<file path="src/rtl/saturn_bus_ctrl_pkg.sv">
// Shared definitions for the Saturn nibble-bus master: bus command codes,
// core-side operation codes and the transaction FSM encoding.
package saturn_bus_ctrl_pkg;

  localparam logic [3:0] BUSCMD_NOP      = 4'h0;
  localparam logic [3:0] BUSCMD_DP_READ  = 4'h3;
  localparam logic [3:0] BUSCMD_DP_WRITE = 4'h5;
  localparam logic [3:0] BUSCMD_LOAD_PC  = 4'h6;
  localparam logic [3:0] BUSCMD_LOAD_DP  = 4'h7;

  localparam int ADDR_NIBBLES = 5;

  typedef enum logic [1:0] {
    BUSOP_READ_PC  = 2'd0,
    BUSOP_READ_DP  = 2'd1,
    BUSOP_WRITE_DP = 2'd2
  } busop_t;

  typedef enum logic [2:0] {
    S_IDLE  = 3'd0,
    S_WAIT0 = 3'd1,
    S_CMD   = 3'd2,
    S_ADDR  = 3'd3,
    S_CMD2  = 3'd4,
    S_DATA  = 3'd5
  } state_t;

  function automatic logic op_legal(input logic [1:0] op);
    return op != 2'd3;
  endfunction

endpackage

</file>
<file path="src/rtl/saturn_bus_ctrl_cycle.sv">
// One Saturn bus cycle: loads cmd/data at phase 0, raises strobe at phase 1,
// drops strobe and optionally samples the slave nibble at phase 3.
module saturn_bus_cycle
  import saturn_bus_ctrl_pkg::*;
(
  input  logic       i_clk,
  input  logic       i_reset,
  input  logic [1:0] i_phase,
  input  logic       i_start,
  input  logic       i_cmd_data,
  input  logic [3:0] i_nibble,
  input  logic       i_capture,
  input  logic [3:0] i_bus_data_in,
  output logic       o_strobe,
  output logic       o_cmd_data,
  output logic [3:0] o_data_out,
  output logic [3:0] o_sample,
  output logic       o_cycle_end
);

  logic       active_q, active_d;
  logic       strobe_q, strobe_d;
  logic       cmd_data_q, cmd_data_d;
  logic [3:0] data_q, data_d;
  logic [3:0] sample_q, sample_d;

  // Asserted during the clock whose rising edge is this cycle's phase-3 edge.
  assign o_cycle_end = active_q && (i_phase == 2'd3);

  always_comb begin
    active_d   = active_q;
    strobe_d   = strobe_q;
    cmd_data_d = cmd_data_q;
    data_d     = data_q;
    sample_d   = sample_q;
    if (i_start) begin
      active_d   = 1'b1;
      cmd_data_d = i_cmd_data;
      data_d     = i_nibble;
    end
    if (active_q && (i_phase == 2'd1)) strobe_d = 1'b1;
    if (o_cycle_end) begin
      strobe_d = 1'b0;
      active_d = 1'b0;
      if (i_capture) sample_d = i_bus_data_in;
    end
  end

  always_ff @(posedge i_clk) begin
    if (i_reset) begin
      active_q   <= 1'b0;
      strobe_q   <= 1'b0;
      cmd_data_q <= 1'b0;
      data_q     <= BUSCMD_NOP;
      sample_q   <= 4'h0;
    end else begin
      active_q   <= active_d;
      strobe_q   <= strobe_d;
      cmd_data_q <= cmd_data_d;
      data_q     <= data_d;
      sample_q   <= sample_d;
    end
  end

  assign o_strobe   = strobe_q;
  assign o_cmd_data = cmd_data_q;
  assign o_data_out = data_q;
  assign o_sample   = sample_q;

endmodule

</file>
<file path="src/rtl/saturn_bus_ctrl.sv">
// CPU-side Saturn nibble-bus master: turns core read/write requests into
// command/address/data bus cycles and skips LOAD_PC on sequential PC fetches.
module saturn_bus_ctrl
  import saturn_bus_ctrl_pkg::*;
#(
  parameter  int MAXLEN = 16,
  localparam int LEN_W  = $clog2(MAXLEN)
) (
  input  logic                  i_clk,
  input  logic                  i_reset,
  input  logic [1:0]            i_phase,
  input  logic                  i_req,
  input  logic [1:0]            i_op,
  input  logic [19:0]           i_addr,
  input  logic [LEN_W-1:0]      i_len,
  input  logic [4*MAXLEN-1:0]   i_wdata,
  output logic                  o_ack,
  output logic                  o_busy,
  output logic                  o_rd_valid,
  output logic [3:0]            o_rd_nibble,
  output logic [LEN_W-1:0]      o_rd_index,
  output logic                  o_done,
  output logic                  o_bus_strobe,
  output logic                  o_bus_cmd_data,
  output logic [3:0]            o_bus_data_out,
  input  logic [3:0]            i_bus_data_in
);

  // Handshake: the core holds i_req (with op/addr/len/wdata stable) until it
  // sees the one-clock o_ack; requests are only accepted while o_busy is low.

  state_t              state_q, state_d;
  busop_t              op_q, op_d;
  logic [19:0]         addr_q, addr_d, pc_q, pc_d;
  logic [LEN_W-1:0]    len_q, len_d, cnt_q, cnt_d, rd_index_q, rd_index_d;
  logic [4*MAXLEN-1:0] wdata_q, wdata_d;
  logic pc_valid_q, pc_valid_d, ack_q, ack_d, busy_q, busy_d;
  logic done_q, done_d, rd_valid_q, rd_valid_d;
  logic cyc_start, cyc_cmd_data, cyc_end, cyc_capture, pc_skip;
  logic [3:0] cyc_nibble;

  assign pc_skip     = (op_q == BUSOP_READ_PC) && pc_valid_q && (addr_q == pc_q);
  assign cyc_start   = (i_phase == 2'd0) && (state_q inside {S_CMD, S_ADDR, S_CMD2, S_DATA});
  assign cyc_capture = (state_q == S_DATA) && (op_q != BUSOP_WRITE_DP);

  always_comb begin : cycle_payload
    cyc_cmd_data = 1'b0;
    cyc_nibble   = BUSCMD_NOP;
    case (state_q)
      S_CMD:  cyc_nibble = (op_q == BUSOP_READ_PC) ? BUSCMD_LOAD_PC : BUSCMD_LOAD_DP;
      S_ADDR: begin
        cyc_cmd_data = 1'b1;
        cyc_nibble   = 4'(addr_q >> {cnt_q, 2'b00});
      end
      S_CMD2: cyc_nibble = BUSCMD_DP_WRITE;
      S_DATA: begin
        cyc_cmd_data = 1'b1;
        if (op_q == BUSOP_WRITE_DP) cyc_nibble = 4'(wdata_q >> {cnt_q, 2'b00});
      end
      default: ;
    endcase
  end

  always_comb begin : fsm_next
    state_d    = state_q;
    op_d       = op_q;
    addr_d     = addr_q;
    len_d      = len_q;
    wdata_d    = wdata_q;
    cnt_d      = cnt_q;
    pc_d       = pc_q;
    pc_valid_d = pc_valid_q;
    ack_d      = 1'b0;
    busy_d     = busy_q;
    done_d     = 1'b0;
    rd_valid_d = 1'b0;
    rd_index_d = rd_index_q;
    if (done_q) busy_d = 1'b0;
    case (state_q)
      S_IDLE: if (i_req && !busy_q && op_legal(i_op)) begin
        op_d    = busop_t'(i_op);
        addr_d  = i_addr;
        len_d   = i_len;
        wdata_d = i_wdata;
        ack_d   = 1'b1;
        busy_d  = 1'b1;
        state_d = S_WAIT0;
        // Any DP access leaves the slave out of PC_READ mode.
        if (busop_t'(i_op) != BUSOP_READ_PC) pc_valid_d = 1'b0;
      end
      S_WAIT0: if (i_phase == 2'd3) begin
        state_d = pc_skip ? S_DATA : S_CMD;
        cnt_d   = '0;
      end
      S_CMD: if (cyc_end) state_d = S_ADDR;
      S_ADDR: if (cyc_end) begin
        if (cnt_q == LEN_W'(ADDR_NIBBLES - 1)) begin
          cnt_d   = '0;
          state_d = (op_q == BUSOP_WRITE_DP) ? S_CMD2 : S_DATA;
          if (op_q == BUSOP_READ_PC) pc_d = addr_q;
        end else begin
          cnt_d = cnt_q + LEN_W'(1);
        end
      end
      S_CMD2: if (cyc_end) state_d = S_DATA;
      S_DATA: if (cyc_end) begin
        if (op_q == BUSOP_READ_PC) pc_d = pc_q + 20'd1;
        if (cyc_capture) begin
          rd_valid_d = 1'b1;
          rd_index_d = cnt_q;
        end
        if (cnt_q == len_q) begin
          state_d = S_IDLE;
          done_d  = 1'b1;
          if (op_q == BUSOP_READ_PC) pc_valid_d = 1'b1;
        end else begin
          cnt_d = cnt_q + LEN_W'(1);
        end
      end
      default: state_d = S_IDLE;
    endcase
  end

  always_ff @(posedge i_clk) begin
    if (i_reset) begin
      state_q    <= S_IDLE;
      op_q       <= BUSOP_READ_PC;
      addr_q     <= '0;
      len_q      <= '0;
      wdata_q    <= '0;
      cnt_q      <= '0;
      pc_q       <= '0;
      pc_valid_q <= 1'b0;
      ack_q      <= 1'b0;
      busy_q     <= 1'b0;
      done_q     <= 1'b0;
      rd_valid_q <= 1'b0;
      rd_index_q <= '0;
    end else begin
      state_q    <= state_d;
      op_q       <= op_d;
      addr_q     <= addr_d;
      len_q      <= len_d;
      wdata_q    <= wdata_d;
      cnt_q      <= cnt_d;
      pc_q       <= pc_d;
      pc_valid_q <= pc_valid_d;
      ack_q      <= ack_d;
      busy_q     <= busy_d;
      done_q     <= done_d;
      rd_valid_q <= rd_valid_d;
      rd_index_q <= rd_index_d;
    end
  end

  saturn_bus_cycle u_cycle (
    .i_clk         (i_clk),
    .i_reset       (i_reset),
    .i_phase       (i_phase),
    .i_start       (cyc_start),
    .i_cmd_data    (cyc_cmd_data),
    .i_nibble      (cyc_nibble),
    .i_capture     (cyc_capture),
    .i_bus_data_in (i_bus_data_in),
    .o_strobe      (o_bus_strobe),
    .o_cmd_data    (o_bus_cmd_data),
    .o_data_out    (o_bus_data_out),
    .o_sample      (o_rd_nibble),
    .o_cycle_end   (cyc_end)
  );

  assign o_ack      = ack_q;
  assign o_busy     = busy_q;
  assign o_done     = done_q;
  assign o_rd_valid = rd_valid_q;
  assign o_rd_index = rd_index_q;

endmodule

</file>
<file path="config.mk">
export PLATFORM = sky130hd
export DESIGN_NAME = saturn_bus_ctrl
export DESIGN_NICKNAME = d
export VERILOG_FILES = /design/src/rtl/saturn_bus_ctrl_pkg.sv /design/src/rtl/saturn_bus_ctrl_cycle.sv /design/src/rtl/saturn_bus_ctrl.sv
export SDC_FILE = /design/constraint.sdc
export NUM_CORES = 1
export LEC_CHECK = 0
export ABC_AREA = 0
export BUFFER_PORTS_ARGS = -buffer_cell sky130_fd_sc_hd__clkbuf_2
export CAP_MARGIN = 20
export CELL_PAD_IN_SITES_DETAIL_PLACEMENT = 0
export CELL_PAD_IN_SITES_GLOBAL_PLACEMENT = 1
export CORE_ASPECT_RATIO = 0.5
export CORE_MARGIN = 3
export CORE_UTILIZATION = 40
export CTS_CLUSTER_SIZE = 10
export DETAILED_ROUTE_END_ITERATION = 10
export GPL_TIMING_DRIVEN = 1
export HOLD_SLACK_MARGIN = 0.03
export PLACE_DENSITY_LB_ADDON = 0.1
export SLEW_MARGIN = 15
export SYNTH_ARGS = -nofsm -noshare
export SYNTH_HDL_FRONTEND = slang
export SYNTH_HIERARCHICAL = 1
export SYNTH_SLANG_ARGS = --single-unit
</file>
<file path="constraint.sdc">
create_clock -name i_clk -period 3.2 [get_ports i_clk]
set_input_delay 0.32 -clock i_clk [delete_from_list [all_inputs] [get_ports i_clk]]
set_output_delay 0.32 -clock i_clk [all_outputs]
set_load 0.1 [all_outputs]
</file>
After elaboration in Yosys (flattened, before gate mapping) --
Index checks and enable logic that the tools add are counted.
Storage, ports and cells: bits of input ports 99, memories 0, ROM bits 0, register bits 137, RAM bits 0, bits in latches 0
Operators by class: div/mod/pow operators 0, $add $sub $neg 2, muxes and demuxes 39, equality and inequality tests 25, bitwise gates (word level) 3, reduce and logical (&&, ||, !) cells 28, shift operators 2, multiply operators 0, $lt $le $gt $ge 0
Operators by type and width (number):
- 2-to-1 mux 20 bit | 5
- right shift 64 x 6 -> 4 bit | 1
- case mux 20 bit (2 select lines) | 1
- 2-to-1 mux 3 bit | 9
- 2-to-1 mux 4 bit | 6
- != test 2 bit (second input constant) | 12
- adder 20 x 1 -> 20 bit (second input constant) | 1
- equality test 20 bit | 1
- right shift 20 x 6 -> 4 bit | 1
- case mux 3 bit (6 select lines) | 1
- case mux 4 bit (4 select lines) | 1
- 2-to-1 mux 1 bit | 14
- case mux 4 bit (3 select lines) | 1
- AND reduction 6 bit | 2
- logical AND 1 bit | 8
- AND reduction 8 bit | 1
- equality test 3 x 2 -> 1 bit (second input constant) | 2
- equality test 3 bit (second input constant) | 2
- nonzero test 2 bit | 3
- OR reduction 2 bit | 3
- AND reduction 5 bit | 1
- adder 4 x 1 -> 4 bit (second input constant) | 1
- equality test 2 bit (second input constant) | 2
- equality test 4 x 3 -> 1 bit (second input constant) | 1
- other kinds (14) | 19

Logic depth before layout (Yosys ltp) --
Gate-level depths: netlist of run 1.
depth in word-level cells 6, depth in mapped cells 11, depth with buffers taken out 7

By module --
The synthesis of run 1 kept the hierarchy.
Modules (own cells, without submodules):
- saturn_bus_ctrl | cells an instance 764, instances 1, area each 6192.2 um2
- saturn_bus_cycle | cells an instance 42, instances 1, area each 435.4 um2

Worst setup path before layout of run 1 --
OpenSTA, ideal clock, no wires.
path type reg2reg, start reg cnt_q[1], end reg pc_q[5], cell stages (with the launch flop) 11, slack 976 ps, arrival 2097 ps, library setup time 128 ps, path through dfxtp_1 -> buf_2 -> buf_2 -> buf_2 -> inv_1 -> ha_1 -> and3b_1 -> o2111ai_1 -> buf_2 -> a2bb2oi_1 -> nor2_1
On the way: longest elaborated chain between the ends 3
RTL lines:
- start, declared | RTL line saturn_bus_ctrl.sv:35 | logic [LEN_W-1:0] len_q, len_d, cnt_q, cnt_d, rd_index_q, rd_index_d;
- start signal, assigned | RTL line saturn_bus_ctrl.sv:145 | cnt_q <= cnt_d;
- equality test 4 x 3 -> 1 bit | RTL line saturn_bus_ctrl.sv:97 | if (cnt_q == LEN_W'(ADDR_NIBBLES - 1)) begin
- != test 2 x 1 -> 1 bit (no source line)
- AND reduction 6 bit (no source line)
- end signal, assigned | RTL line saturn_bus_ctrl.sv:146 | pc_q <= pc_d;
- end, declared | RTL line saturn_bus_ctrl.sv:34 | logic [19:0] addr_q, addr_d, pc_q, pc_d;
No other way between the ends. A chain may end at the register's enable or synchronous reset.

Worst setup path after layout of run 1 --
Ends and elaborated chain as after synthesis.

==> results of run 1 <==
[synth_stat cells (all sizes together) (8+ instances only)]
| cell type | n |
|---|---|
| a211oi | 8 |
| a21oi | 113 |
| buf | 21 |
| clkbuf | 43 |
| dfxtp | 137 |
| inv | 8 |
| mux2i | 18 |
| mux4 | 22 |
| nand2 | 211 |
| nand2b | 11 |
| nand3 | 17 |
| nand4 | 9 |
| nor2 | 38 |
| nor3 | 13 |
| o21ai | 29 |
| xnor2 | 18 |
| xor2 | 10 |
[report_power, final]
| group | leakage [nW] | internal [W] | switching [W] |
|---|---|---|---|
| clock network | 0.276 | 0.00110 | 0.000853 |
| registers | 1.11 | 0.00180 | 0.0000890 |
| logic | 1.62 | 0.000201 | 0.000286 |
| total | 3.01 | 0.00311 | 0.00123 |
[kinds of logic after synthesis]
group                    after synthesis  share of synthesized area (%)
AND/OR/NAND/NOR                      338                           22.5
AO/OA/AOI/OAI                        187                           16.0
flip-flops                           137                           41.4
buffers and inverters                 72                           4.91
multiplexers                          41                           10.9
XOR/XNOR                              28                           3.70
adder cells (fa/ha/maj)                3                          0.566
[final cells by class]
class / count / area [µm²] / area share, %
Clock inverter: 14 / 150 / 1.89
Tap cell: 221 / 277 / 3.49
Timing Repair Buffer: 133 / 736 / 9.28
Sequential cell: 137 / 2740 / 34.6
Multi-Input combinational cell: 597 / 3570 / 45.0
Inverter: 8 / 30.0 / 0.379
Clock buffer: 18 / 429 / 5.41
[flip-flops by register name, indices dropped and copies added (netlist names), 3 cells and up]
| signal | cells |
|---|---|
| wdata_q | 64 |
| addr_q | 20 |
| pc_q | 20 |
| cnt_q | 4 |
| len_q | 4 |
| o_rd_index | 4 |
| u_cycle/o_data_out | 4 |
| u_cycle/o_sample | 4 |
| state_q | 3 |
[worst max-delay path by stage]
stage	start	to	slack, ns
finish	cnt_q[1]	pc_q[5]	0.66
global route	cnt_q[1]	pc_q[15]	0.44
CTS	cnt_q[1]	pc_q[5]	0.68
detailed placement	cnt_q[1]	pc_q[5]	0.69
global placement	cnt_q[1]	pc_q[2]	0.76
floorplan	cnt_q[1]	pc_q[5]	0.98
[per-layer routing]
metal | vias up | part of all wire (%)
met3 | 8 | 3.7
met5 | - | 0
met4 | 0 | 0.53
li1 | 2990 | -
met2 | 136 | 44
met1 | 2857 | 52
[metrics by stage]
| step | hold WS [ns] | instances | total power, W | utilization [%] | worst slack [ns] |
|---|---|---|---|---|---|
| 2_1_floorplan | 0.432 | 806 | 0.00223 | - | 0.976 |
| 3_3_place_gp | 0.440 | 1096 | 0.00242 | 46.5 | 0.759 |
| 3_5_place_dp | 0.445 | 1096 | 0.00242 | 46.5 | 0.695 |
| 4_1_cts | 0.108 | 1128 | 0.00438 | 50.1 | 0.683 |
| 5_1_grt | 0.112 | 1128 | 0.00452 | 50.1 | 0.441 |
| 6_report | 0.117 | 1128 | 0.00434 | 50.1 | 0.663 |
[tightest hold or removal path, cell delays in order]
cell,delay (ns)
clkbuf_2,0.08
nand2_1,0.05
a21oi_1,0.05
==> impl_metrics.py, run 1 <==
metrics = {
    "synthesis": {
        "yosysSeqAreaShare_pct": 41.4,
        "syn_nets": 908,
        "synth_area_leaders": "dfxtp_1 (41%), nand2_1 (12%), a21oi_1 (8.5%)",
        "syn-cell-area_um2": 6630,
        "synth_top_cell_by_area": "dfxtp_1",
        "yosysWarnings": 6,
        "yosys_register_bits": 137,
        "syn_area_per_cell_um2": 8.22,
        "synth_edf_count": 0,
        "synthArstFlopShare_pct": 0,
        "yosysTopAreaCellShare_pct": 41.4,
        "ys_types": 54,
        "ys.flop_type": "dfxtp_1",
        "netlist_instances": 806,
    },
    "routing": {
        "routed_wl_um": 18900,
        "vias": 5991,
        "routedWlPerCell_um": 16.8,
        "dr.pass1.iters": 5,
        "drcViolationCount": 0,
        "via_per_inst": 5.31,
        "initialDrtViolationCount": 331,
        "final_antenna_net_count": 0,
    },
    "setup_path": {
        "startpoint_type": "flip-flop",
        "cp.depth": 7,
        "crit_path_end_kind": "flip-flop",
        "crit_buf_inv": 1,
        "r2r_cells": 7,
        "cp_top_family": "compound AO/OA/AOI/OAI gates",
        "slowest_stage": "o2111a_1",
        "max_stage_delay_ns": 0.87,
        "cp.arrival_ns": 2.84,
        "regToRegSetupSlack_ns": 0.66,
        "path_max_fanout": 28,
        "r2r_start": "cnt_q[1]",
        "crit_type": "reg2reg",
        "worstPathCellList": "inv_1 -> ha_1 -> and3b_1 -> o2111a_1 -> o21ai_0 -> a2bb2oi_1 -> nor2_1",
        "reg2reg_to": "pc_q[5]",
        "worstPathRequired_ns": 3.50,
    },
    "global_routing": {
        "globalRouteMet3Util_pct": 3.98,
        "grt_start_max_net_pins": 91,
        "grt.met2_usage_pct": 31.1,
        "first_global_vias": 5758,
        "grt_use_met1_pct": 30.8,
        "antenna_found_initial": 0,
        "grt_pass1_wl_um": 30400,
        "grt.busiest_layer": "met2",
        "grt_usage_pct": 20.7,
        "grt_overflow": 0,
    },
    "worst_hold_path": {
        "hp-class": "in2reg",
        "holdPathEnd": "wdata_q[36]",
        "whs_path_depth": 3,
        "hold_start": "i_wdata[36]",
    },
    "sta": {
        "finalCritPeriodShare_pct": 79.3,
        "finClkSkew_ns": 0.0172,
        "relSlewSlack_pct": 33.8,
        "setup_viol": 0,
        "hold_violations": 0,
        "fin_setup_tns_ns": 0,
        "worst_slew_pin_slew_ns": 0.993,
        "slew_viol_final": 0,
        "rsz0062_at_grt": "false",
        "max_freq_mhz": 394,
        "period_needed_ns": 2.54,
    },
    "floorplanning": {
        "start_util_pct": 41.9,
        "die_area_um2": 18200,
        "dieWidth_um": 188,
        "ios": 117,
        "die_y_um": 97.0,
        "core_um2": 15800,
        "row_count": 32,
    },
    "layout": {
        "area_growth_pct": 19.7,
        "drive_above_1_share_pct": 20.5,
        "antennaDiodeCount": 0,
        "layout_common_cells": "nand2_1 (211), dfxtp_1 (137), clkbuf_2 (115)",
        "fin_area_um2": 7930,
        "final_common_cell": "nand2_1",
        "fillCellCount": 1613,
        "nets": 996,
    },
    "run_status": {
        "status": "finished, final reports clean",
    },
    "run": {
        "maxCapViolations": 0,
    },
    "clock_network": {
        "path_clk_slew_ns": 0.07,
        "clock_sinks": 137,
        "cts.repair.resized": 0,
        "cts_hold_buf": 0,
        "cts_max_level": 4,
        "tritoncts": "done",
        "cts_buffers": 17,
        "clockBufferDepth": 2,
        "clk_latency_ns": 0.42,
        "post_cts.repair.setup_buffers": 0,
        "cts_root_buffer": "clkbuf_16",
    },
    "placed_design": {
        "port_buffers": 116,
        "place_congestion": 0.880,
        "post-dp-hpwl_um": 13400,
        "place_area_um2": 7350,
    },
    "power": {
        "p_leak_nw": 3.01,
        "peakVddDrop_uv": 364,
        "p_per_area_nw_per_um2": 547,
    },
}
No activity file was read; power rests on OpenSTA's default activity.
==> run 2: changes to the inputs <==
Settings changed: ABC_AREA 0 to 1.
Clock period 3.2 ns to 2.5 ns, I/O delays scaled along.
==> run 2 against run 1 <==
Against the previous run: hold slack got worse by 0.077 ns; non-clock buffer count did not move; sequential power rose by 52%; utilization fell by 1.2 points; via count rose by 17%; critical endpoint is now state_q[0].
==> impl_metrics.py, run 2 <==
metrics = {
    "worst_hold_path": {
        "hp-class": "in2reg",
    },
    "setup_path": {
        "startpoint_type": "flip-flop",
        "cp.arrival_ns": 2.22,
        "worstPathRequired_ns": 2.80,
        "crit_path_end_kind": "flip-flop",
        "crit_type": "reg2reg",
        "path_max_fanout": 42,
    },
    "synthesis": {
        "syn_area_per_cell_um2": 6.63,
        "yosysWarnings": 6,
        "yosysMostFrequentCell": "nor2_1",
        "syn-cell-area_um2": 6830,
        "yosys_register_bits": 137,
        "syn_nets": 1133,
        "ys.flop_type": "dfxtp_1",
        "synth_area_leaders": "dfxtp_1 (40%), nor2_1 (14%), o21ai_0 (12%)",
        "synthTopCellsByCount": "nor2_1 (248), o21ai_0 (159), nand2_1 (158)",
        "synth_edf_count": 0,
        "yosysSeqAreaShare_pct": 40.1,
        "netlist_instances": 1031,
        "synthArstFlopShare_pct": 0,
        "synth_top_cell_by_area": "dfxtp_1",
        "yosysTopAreaCellShare_pct": 40.1,
        "ys_types": 38,
    },
    "layout": {
        "seq_area_um2": 2740,
        "postLayoutCoreUtil_pct": 48.9,
        "top_regs": "wdata_q (64), addr_q (20), pc_q (20)",
        "drive_above_1_share_pct": 16.7,
        "layout_common_cells": "nor2_1 (248), o21ai_0 (159), nand2_1 (158)",
        "antennaDiodeCount": 0,
        "area_growth_pct": 18.6,
        "final_common_cell": "nor2_1",
        "top_register": "wdata_q",
        "largest_reg_flops": 64,
        "multi_input_area_um2": 3490,
        "fillCellCount": 1755,
        "nets": 1225,
    },
    "sta": {
        "relSlewSlack_pct": 59.1,
        "fin_setup_tns_ns": 0,
        "holdWs_ns": 0.0403,
        "setup_viol": 0,
        "finalCritPeriodShare_pct": 76.7,
        "finClkSkew_ns": 0.0142,
        "slew_viol_final": 0,
        "hold_violations": 0,
        "worst_slew_pin_slew_ns": 0.613,
        "rsz0062_at_grt": "false",
        "period_needed_ns": 1.92,
        "max_freq_mhz": 521,
    },
    "clock_network": {
        "cts_hold_buf": 0,
        "cts_root_buffer": "clkbuf_16",
        "cts.repair.resized": 0,
        "clk_latency_ns": 0.43,
        "clockBufferDepth": 2,
        "cts_max_level": 4,
        "clock_sinks": 137,
        "cts_buffers": 17,
        "tritoncts": "done",
        "post_cts.repair.setup_buffers": 0,
        "path_clk_slew_ns": 0.07,
    },
    "power": {
        "p_comb_share_pct": 31.0,
        "p_leak_nw": 3.54,
        "p_per_area_nw_per_um2": 967,
        "intPower_w": 0.00482,
        "switching_share_pct": 38.5,
        "peakVddDrop_uv": 599,
        "p_seq_share_pct": 36.8,
        "power_frac_clock_pct": 32.2,
        "switching_power_w": 0.00301,
    },
    "floorplanning": {
        "dieWidth_um": 191,
        "die_y_um": 98.4,
        "row_count": 33,
        "core_um2": 16600,
        "ios": 117,
        "die_area_um2": 18800,
        "start_util_pct": 41.3,
    },
    "placed_design": {
        "place_congestion": 0.873,
        "port_buffers": 116,
        "post-dp-hpwl_um": 14900,
    },
    "routing": {
        "via_per_inst": 5.16,
        "initialDrtViolationCount": 510,
        "routedWlPerCell_um": 15.7,
        "vias": 7034,
        "routed_wl_um": 21400,
        "drcViolationCount": 0,
        "final_antenna_net_count": 0,
        "dr.pass1.iters": 5,
    },
    "run_status": {
        "status": "finished, final reports clean",
    },
    "global_routing": {
        "grt_pass1_wl_um": 34200,
        "grt_start_max_net_pins": 71,
        "first_global_vias": 6543,
        "grt_usage_pct": 22.8,
        "grt_overflow": 0,
        "antenna_found_initial": 0,
    },
    "run": {
        "maxCapViolations": 0,
    },
}
-- run 2: path summary, 6_finish.rpt --
| check | startpoint | to | slack, ns | depth (start not counted) |
|---|---|---|---|---|
| max | cnt_q[0] | state_q[0] | 0.58 | 10 |
| max reg2reg | cnt_q[0] | state_q[0] | 0.58 | 10 |
| min | i_wdata[5] | wdata_q[5] | 0.04 | 3 |
| min reg2reg | pc_valid_q | pc_valid_q | 0.45 | 2 |
-- run 2: logic make-up after synthesis --
| logic type | synth area share, % |
|---|---|
| xor gates and xnor gates | 1.03 |
| and+or+nand+nor | 28.3 |
| adders and majority gates | 0.549 |
| AOI/OAI and AO/OA | 21.2 |
| DFF | 40.1 |
| buffers and inverters | 8.72 |
-- run 2: metrics by stage --
| stage | cells | setup slack (ns) | area (µm²) | power [W] |
|---|---|---|---|---|
| after floorplan | 1031 | 0.654 | 6830 | 0.00463 |
| after global routing | 1362 | 0.391 | 8100 | 0.00834 |
| after global placement | 1331 | 0.617 | 7530 | 0.00532 |
| final | 1362 | 0.582 | 8100 | 0.00784 |
| after CTS | 1362 | 0.612 | 8100 | 0.00786 |
| after detailed placement | 1331 | 0.640 | 7530 | 0.00534 |
-- run 2: final cells by class --
type / count / share of cell area, %
clock buffer: 19 / 5.34
clock inverter: 12 / 1.76
inverter: 76 / 3.54
multi-input combinational: 758 / 43.1
sequential: 137 / 33.8
tap: 227 / 3.50
timing repair buffer: 133 / 8.89
-- run 2: layer usage --
| metal | GRT usage [%] | up-vias | share of wire, % |
|---|---|---|---|
| met2 | 31.8 | 249 | 40 |
| met4 | 6.03 | 0 | 1.4 |
| met5 | 0 | - | 0 |
| met1 | 35.2 | 3191 | 52 |
| met3 | 4.87 | 29 | 7.0 |
| li1 | - | 3565 | - |
-- run 2: power by group through the flow --
stage	registers [W]	clock network, W	logic (W)
global placement	0.00291	0	0.00241
floorplan	0.00291	0	0.00172
CTS	0.00288	0.00255	0.00244
global route	0.00293	0.00265	0.00275
finish	0.00288	0.00252	0.00243
detailed placement	0.00292	0	0.00242
-- run 2: worst max-delay path, stage by stage (launching register included) --
cell	delay, ns
dfxtp_1	0.33
buf_4	0.40
xor2_1	0.17
nor2_1	0.24
nand2_1	0.08
nand2_1	0.10
nand2_1	0.10
nor2_2	0.16
inv_1	0.07
nand2_1	0.06
a21oi_1	0.07
